<file path="src/rtl/hvac_stage_ctrl.sv">
// hvac_stage_ctrl: turns raw heat/cool/fan request bits from the Wishbone output
// register into relay drive. It enforces minimum on-time, anti-short-cycle
// lockout, fan post-purge and heat/cool mutual exclusion.
//
//   state   | meaning
//   --------+---------------------------------------------------------------
//   LOCKOUT | compressor/burner rest period after reset and after every run
//   IDLE    | waiting for an unambiguous heat or cool request
//   HEAT    | heat relay on, held for at least MIN_ON ticks
//   COOL    | cool relay on, held for at least MIN_ON ticks
//   PURGE   | fan keeps moving air for FAN_LAG ticks after heat/cool drops
module hvac_stage_ctrl #(
    parameter int CLK_DIV    = 4,
    parameter int MIN_ON     = 3,
    parameter int MIN_OFF    = 5,
    parameter int FAN_LAG    = 2,
    parameter int TIME_WIDTH = 16,
    parameter int CNT_WIDTH  = 16
) (
    input  logic                 clk,
    input  logic                 reset,
    input  logic                 req_heat,
    input  logic                 req_cool,
    input  logic                 req_fan,
    output logic                 heat_on,
    output logic                 cool_on,
    output logic                 fan_on,
    output logic                 lockout,
    output logic                 conflict,
    output logic [2:0]           state,
    output logic [CNT_WIDTH-1:0] starts
);

    typedef enum logic [2:0] {
        ST_LOCKOUT = 3'd0,
        ST_IDLE    = 3'd1,
        ST_HEAT    = 3'd2,
        ST_COOL    = 3'd3,
        ST_PURGE   = 3'd4
    } state_t;

    localparam logic [TIME_WIDTH-1:0] T_MIN_ON   = TIME_WIDTH'(MIN_ON);
    localparam logic [TIME_WIDTH-1:0] T_MIN_OFF  = TIME_WIDTH'(MIN_OFF);
    localparam logic [TIME_WIDTH-1:0] T_FAN_LAG  = TIME_WIDTH'(FAN_LAG);
    localparam logic [TIME_WIDTH-1:0] T_DIV_LAST = TIME_WIDTH'(CLK_DIV - 1);

    state_t                state_q;
    state_t                state_d;
    logic [TIME_WIDTH-1:0] timer_q;
    logic [TIME_WIDTH-1:0] timer_d;
    logic [TIME_WIDTH-1:0] presc_q;
    logic [TIME_WIDTH-1:0] presc_d;
    logic [CNT_WIDTH-1:0]  starts_q;
    logic                  start_pulse;

    // State, dwell timer and tick prescaler registers.
    always_ff @(posedge clk or posedge reset) begin
        if (reset) begin
            state_q <= ST_LOCKOUT;
            timer_q <= T_MIN_OFF;
            presc_q <= '0;
        end else begin
            state_q <= state_d;
            timer_q <= timer_d;
            presc_q <= presc_d;
        end
    end

    // Timer countdown while dwelling; transitions only once the dwell has expired.
    always_comb begin
        state_d     = state_q;
        timer_d     = timer_q;
        presc_d     = presc_q;
        start_pulse = 1'b0;
        if (timer_q != '0) begin
            if (presc_q == T_DIV_LAST) begin
                presc_d = '0;
                timer_d = timer_q - 1'b1;
            end else begin
                presc_d = presc_q + 1'b1;
            end
        end else begin
            presc_d = '0;
            unique case (state_q)
                ST_LOCKOUT: begin
                    state_d = ST_IDLE;
                    timer_d = '0;
                end
                ST_IDLE: begin
                    if (req_heat && !req_cool) begin
                        state_d     = ST_HEAT;
                        timer_d     = T_MIN_ON;
                        start_pulse = 1'b1;
                    end else if (req_cool && !req_heat) begin
                        state_d     = ST_COOL;
                        timer_d     = T_MIN_ON;
                        start_pulse = 1'b1;
                    end
                end
                ST_HEAT: begin
                    // A cool request while heating also ends the run: mode
                    // changes always go through purge and lockout.
                    if (!req_heat || req_cool) begin
                        state_d = ST_PURGE;
                        timer_d = T_FAN_LAG;
                    end
                end
                ST_COOL: begin
                    if (!req_cool || req_heat) begin
                        state_d = ST_PURGE;
                        timer_d = T_FAN_LAG;
                    end
                end
                ST_PURGE: begin
                    state_d = ST_LOCKOUT;
                    timer_d = T_MIN_OFF;
                end
                default: begin
                    state_d = ST_LOCKOUT;
                    timer_d = T_MIN_OFF;
                end
            endcase
        end
    end

    // Start counter, saturating so software never sees a wrap.
    always_ff @(posedge clk or posedge reset) begin
        if (reset) begin
            starts_q <= '0;
        end else if (start_pulse && (starts_q != '1)) begin
            starts_q <= starts_q + 1'b1;
        end
    end

    // Relay drive is decoded from the state register, so an async reset drops
    // heat/cool immediately. The manual fan request bypasses the state machine.
    assign heat_on  = (state_q == ST_HEAT);
    assign cool_on  = (state_q == ST_COOL);
    assign fan_on   = req_fan || (state_q == ST_HEAT) || (state_q == ST_COOL)
                      || (state_q == ST_PURGE);
    assign lockout  = (state_q == ST_LOCKOUT);
    assign conflict = (state_q == ST_IDLE) && req_heat && req_cool;
    assign state    = state_q;
    assign starts   = starts_q;

endmodule

</file>
<file path="config.mk">
export PLATFORM = sky130hd
export DESIGN_NAME = hvac_stage_ctrl
export DESIGN_NICKNAME = d
export VERILOG_FILES = /design/src/rtl/hvac_stage_ctrl.sv
export SDC_FILE = /design/constraint.sdc
export NUM_CORES = 1
export LEC_CHECK = 0
export ABC_AREA = 1
export BUFFER_PORTS_ARGS = -buffer_cell sky130_fd_sc_hd__buf_4
export CORE_MARGIN = 3
export CORE_UTILIZATION = 60
export CTS_CLUSTER_DIAMETER = 50
export CTS_CLUSTER_SIZE = 24
export DETAILED_ROUTE_END_ITERATION = 10
export GPL_TIMING_DRIVEN = 0
export PLACE_DENSITY = 0.82
export SYNTH_ARGS = -nofsm -noshare
export SYNTH_HDL_FRONTEND = slang
export SYNTH_SLANG_ARGS = --single-unit
</file>
<file path="constraint.sdc">
create_clock -name clk -period 2.45 [get_ports clk]
set_input_delay 0.735 -clock clk [delete_from_list [all_inputs] [get_ports clk]]
set_output_delay 0.735 -clock clk [all_outputs]
set_load 0.05 [all_outputs]
</file>
After elaboration in Yosys (flattened, before gate mapping)
Index checks and enable logic that the tools add are counted. Widths: inputs -> output; s select.

Flip-flop bits (word level): 51. Bits of input ports: 5. Output and inout port bits: 24. Word-level logic and storage cells: 55.

Add/subtract/negate cells: 3. Equality and inequality tests: 13. Multiplexer cells: 18. Bitwise logic cells: 1. Reductions and logical operators: 16.

Operator list (count): $mux 16 (8); $pmux 16 s4 (1); $add 16x1->16 const B (2); $eq 16x2->1 const B (1); $ne 16x16->1 const B (1); $reduce_bool 16->1 (1); $sub 16x1->16 const B (1); $mux 3 (4); $pmux 3 s4 (1); $reduce_and 4->1 (2); $eq 3x2->1 const B (2); $ne 2x1->1 const B (3); $ne 3x1->1 const B (2); $logic_and 1x1->1 (5); $logic_or 1x1->1 (5); $mux 1 (4); $ne 4x4->1 const B (1); $eq 3x1->1 const B (1); $eq 3x3->1 const B (1); $logic_not 3->1 (1); $ne 3x3->1 const B (1); $logic_not 1->1 (2); $not 1->1 (1).

Logic depth before layout (Yosys ltp)
Word-level depth: 7. Mapped depth: 12.

Least setup slack after synthesis
No wires, ideal clock.

Path type: register to output. From: register state_q[0] (netlist: state[0]). To: output port conflict. Data arrival time: 1.987 ns. Setup slack: -0.272 ns. Stages on the path, launching flop included: 3. Path buffers: 0. Cells stage by stage: dfrtp_1 nand3_1 nor3_1.

Longest elaborated chain between the ends: 3.

RTL lines: start: declaration (line 47) `state_t state_q;`; start signal: assignment (line 63) `state_q <= state_d;`; $eq 3x1->1 (line 142) `assign conflict = (state_q == ST_IDLE) && req_heat && req_cool;`; $logic_and 1x1->1 (2 in a row) (line 142); end: declaration (line 29) `output logic conflict,`.

No other way between the ends.

Final worst setup path
From: register state_q[2] (netlist: state[2]). To: output port cool_on.

Longest elaborated chain between the ends: 1.

RTL lines: $eq 3x2->1 (line 138) `assign cool_on = (state_q == ST_COOL);`; end: declaration (line 26) `output logic cool_on,`.

No other way between the ends.

==> flow_summary.ini <==
[job]
maxCapViolations = 0

[cts]
clk_path_buf_depth = 2
cts_setup_buffers = 0
clkSlewWorstSetupHoldPaths_ns = 0.10
cts_sinks = 51
clk_latency_ns = 0.31
h-tree-depth = 2
cts_tree = done
post_cts_resized = 0
cts_hold_buf = 0
cts_made_buffers = 5
clock-root-buffer = clkbuf_8

[timing]
clock_skew_ns = 0.009141
period_minus_slack_ns = 2.158
layout_setup_ws_ns = 0.2916
rsz0062_at_grt = no
fmax_ghz = 0.4633
worstMarginPinSlew_ns = 0.3948
finalHoldViolations = 0
finalSetupViolations = 0
fin_setup_tns_ns = 0
relSlewSlack_pct = 73.48
whs_ns = 0.3406
finalCritPeriodShare_pct = 88.10
maxSlewViolCount = 0

[setup_path]
cp_cell_sequence = inv_2 -> nand2_1 -> nor2_1 -> buf_4
startpoint = state[2]$_DFFE_PP0P_
worstSetupEndpointType = output pin
worstPathArrival_ns = 1.42
critPathBufInv = 2
crit_required_ns = 1.71
path_max_fanout = 6
critPathTopFamily = flip-flops
startpoint_type = flop
r2r_start = starts[0]$_DFFE_PP0P_
critPathKind = flop to output pin
r2r_setup_slack_ns = 0.55
max_stage_delay_ns = 0.46
crit_slowest_cell = dfrtp_1

[floorplanning]
fp.dieArea_mm2 = 0.006634
die_h_um = 81.45
std_cell_rows = 26
fp.coreArea_mm2 = 0.005303
die_w_um = 81.45
pin_count = 29
start_util_pct = 64.42

[global_routing]
grt_max_degree = 43
antenna_found_initial = 0
first_global_vias = 2780
grt-ovfl-total = 0
grtUsageTotal_pct = 23.42
grt_pass1_wl_mm = 12.36

[finish]
fin_nets = 508
final_cell_count_no_fill = 568
syn_to_final_growth_pct = 12.89
layout-drive-gt1-share_pct = 20.08
antenna_cells = 0
design_area_mm2 = 0.003856

[power_and_ir_drop]
power.switching_mw = 2.290
power.density_mw_per_mm2 = 1180
p_leak_nw = 1.974
seqPwrFrac_pct = 31.5
vdd_drop_max_uv = 967.1
power_frac_comb_pct = 55.4
p_int_mw = 2.260
pwr-share-clk_pct = 13.2
switching_share_pct = 50.33

[route]
drc = 0
vias = 2982
drt_iter0_drc = 162
wire_per_inst_um = 12.43
wl_mm = 7.060
drt-pass1-iter-count = 4
drt-vias-per-instance = 5.250
ant_nets = 0

[run_status]
outcome = finished clean

[logic_synthesis]
synth.distinct_cells = 33
yosys.area.top_type = dfrtp_1
yosysWarnings = 0
synthCells = 461
synth.avg_cell_area_um2 = 7.409
netlist_area_mm2 = 0.003416
syn_nets = 472
synth-seq-cells = 51
yosysSeqAreaShare_pct = 37.44
synth_area_leaders = dfrtp_1 (36%), nand2_1 (13%), nor2_1 (8.7%), xor2_1 (6.4%), inv_1 (4.5%)
synth_top_area_share_pct = 35.90

[placement]
dp_hpwl_mm = 5.257
io_buffers = 28
dp_slack_ns = 0.3777
gp_congestion = 0.9276
place_inst = 560
placed_area_mm2 = 0.003744

[hold_path]
hp-class = input port to asynchronous set/reset pin
final timing paths:
| kind | end | cells after the start |
|---|---|---|
| min in group clk | presc_q[0]$_DFF_PP0_ | 1 |
| max in group asynchronous | timer_q[0]$_DFFE_PP1P_ | 3 |
| max | cool_on | 4 |
| max reg2reg | starts[15]$_DFFE_PP0P_ | 9 |
| min | timer_q[15]$_DFFE_PP0P_ | 2 |
| min reg2reg | presc_q[0]$_DFF_PP0_ | 1 |
per-layer routing:
metal  part of all wire [%]  track usage, %  vias to the layer above  routed length [um]
met5                      0               0                        -                   0
met4                    1.4           5.743                        0                  98
met3                    4.3           3.838                       12                 306
met2                     48           39.50                       74                3366
met1                     47           31.42                     1374                3288
li1                       -               -                     1522                   -
metrics by stage:
step	utilization, %	total power [mW]
finish	72.72	4.549
global placement	70.22	3.868
global route	72.72	4.900
detailed placement	70.60	3.945
CTS	72.72	4.565
floorplan	-	3.359
cell usage in the layout (no fill, tap or decap), types with 3 or more instances in the layout:
cell	n
o21ai_1	6
nor2_1	79
inv_1	40
o21ai_2	11
a21oi_1	5
buf_12	3
nand3_1	26
xor2_1	25
nand4_1	7
inv_2	8
nand2_1	121
nor2_2	7
ha_1	6
clkbuf_8	5
o21ai_0	7
nor3b_1	3
nor2_8	3
xnor2_1	5
dfrtp_1	49
nor3_1	13
buf_4	29
nand2_2	18
final cells by class:
| cell class | instances | area (um^2) |
|---|---|---|
| Buffer | 7 | 80.08 |
| Clock buffer | 5 | 68.82 |
| Clock inverter | 3 | 43.79 |
| Fill cell | 436 | 1446 |
| Inverter | 48 | 180.2 |
| Multi-Input combinational cell | 355 | 1887 |
| Sequential cell | 51 | 1279 |
| Tap cell | 70 | 87.58 |
| Timing Repair Buffer | 29 | 230.2 |
worst register-to-register path, delay by kind of cell, from the launching register on:
| kind | cells | cell delay [ns] |
|---|---|---|
| buffers and inverters | 2 | 0.23 |
| adders and majority gates | 1 | 0.23 |
| and+or+nand+nor | 6 | 0.91 |
| DFF | 1 | 0.43 |
cell families (layout without fill, tap and decap cells):
family                     after synthesis  in the layout  synth area share, %
xor gates and xnor gates                30             30                7.692
AOI/OAI and AO/OA                       29             29                5.458
and+or+nand+nor                        290            290                39.60
adders and majority gates                6              6                2.198
DFF                                     51             51                37.44
buffers and inverters                   55             92                7.619
power groups by stage:
stage | combinational [mW] | clock (mW) | sequential [mW]
after floorplan | 1.57 | 0 | 1.79
after global placement | 2.44 | 0 | 1.43
after detailed placement | 2.50 | 0 | 1.44
after CTS | 2.52 | 0.614 | 1.43
after global routing | 2.77 | 0.649 | 1.48
final | 2.52 | 0.599 | 1.43
Yosys cell counts, drive strengths merged:
master	n
a21oi	5
and3	1
buf	7
dfrtp	49
dfstp	2
ha	6
inv	48
nand2	141
nand2b	1
nand3	26
nand3b	2
nand4	8
nor2	90
nor2b	1
nor3	15
nor3b	4
nor4	1
o21ai	24
xnor2	5
xor2	25
flip-flops by register name, summed over array words and instances (netlist names):
| name | cells |
|---|---|
| state | 3 |
| presc_q | 16 |
| timer_q | 16 |
| starts | 16 |
Power figures use the tool's default switching activity.
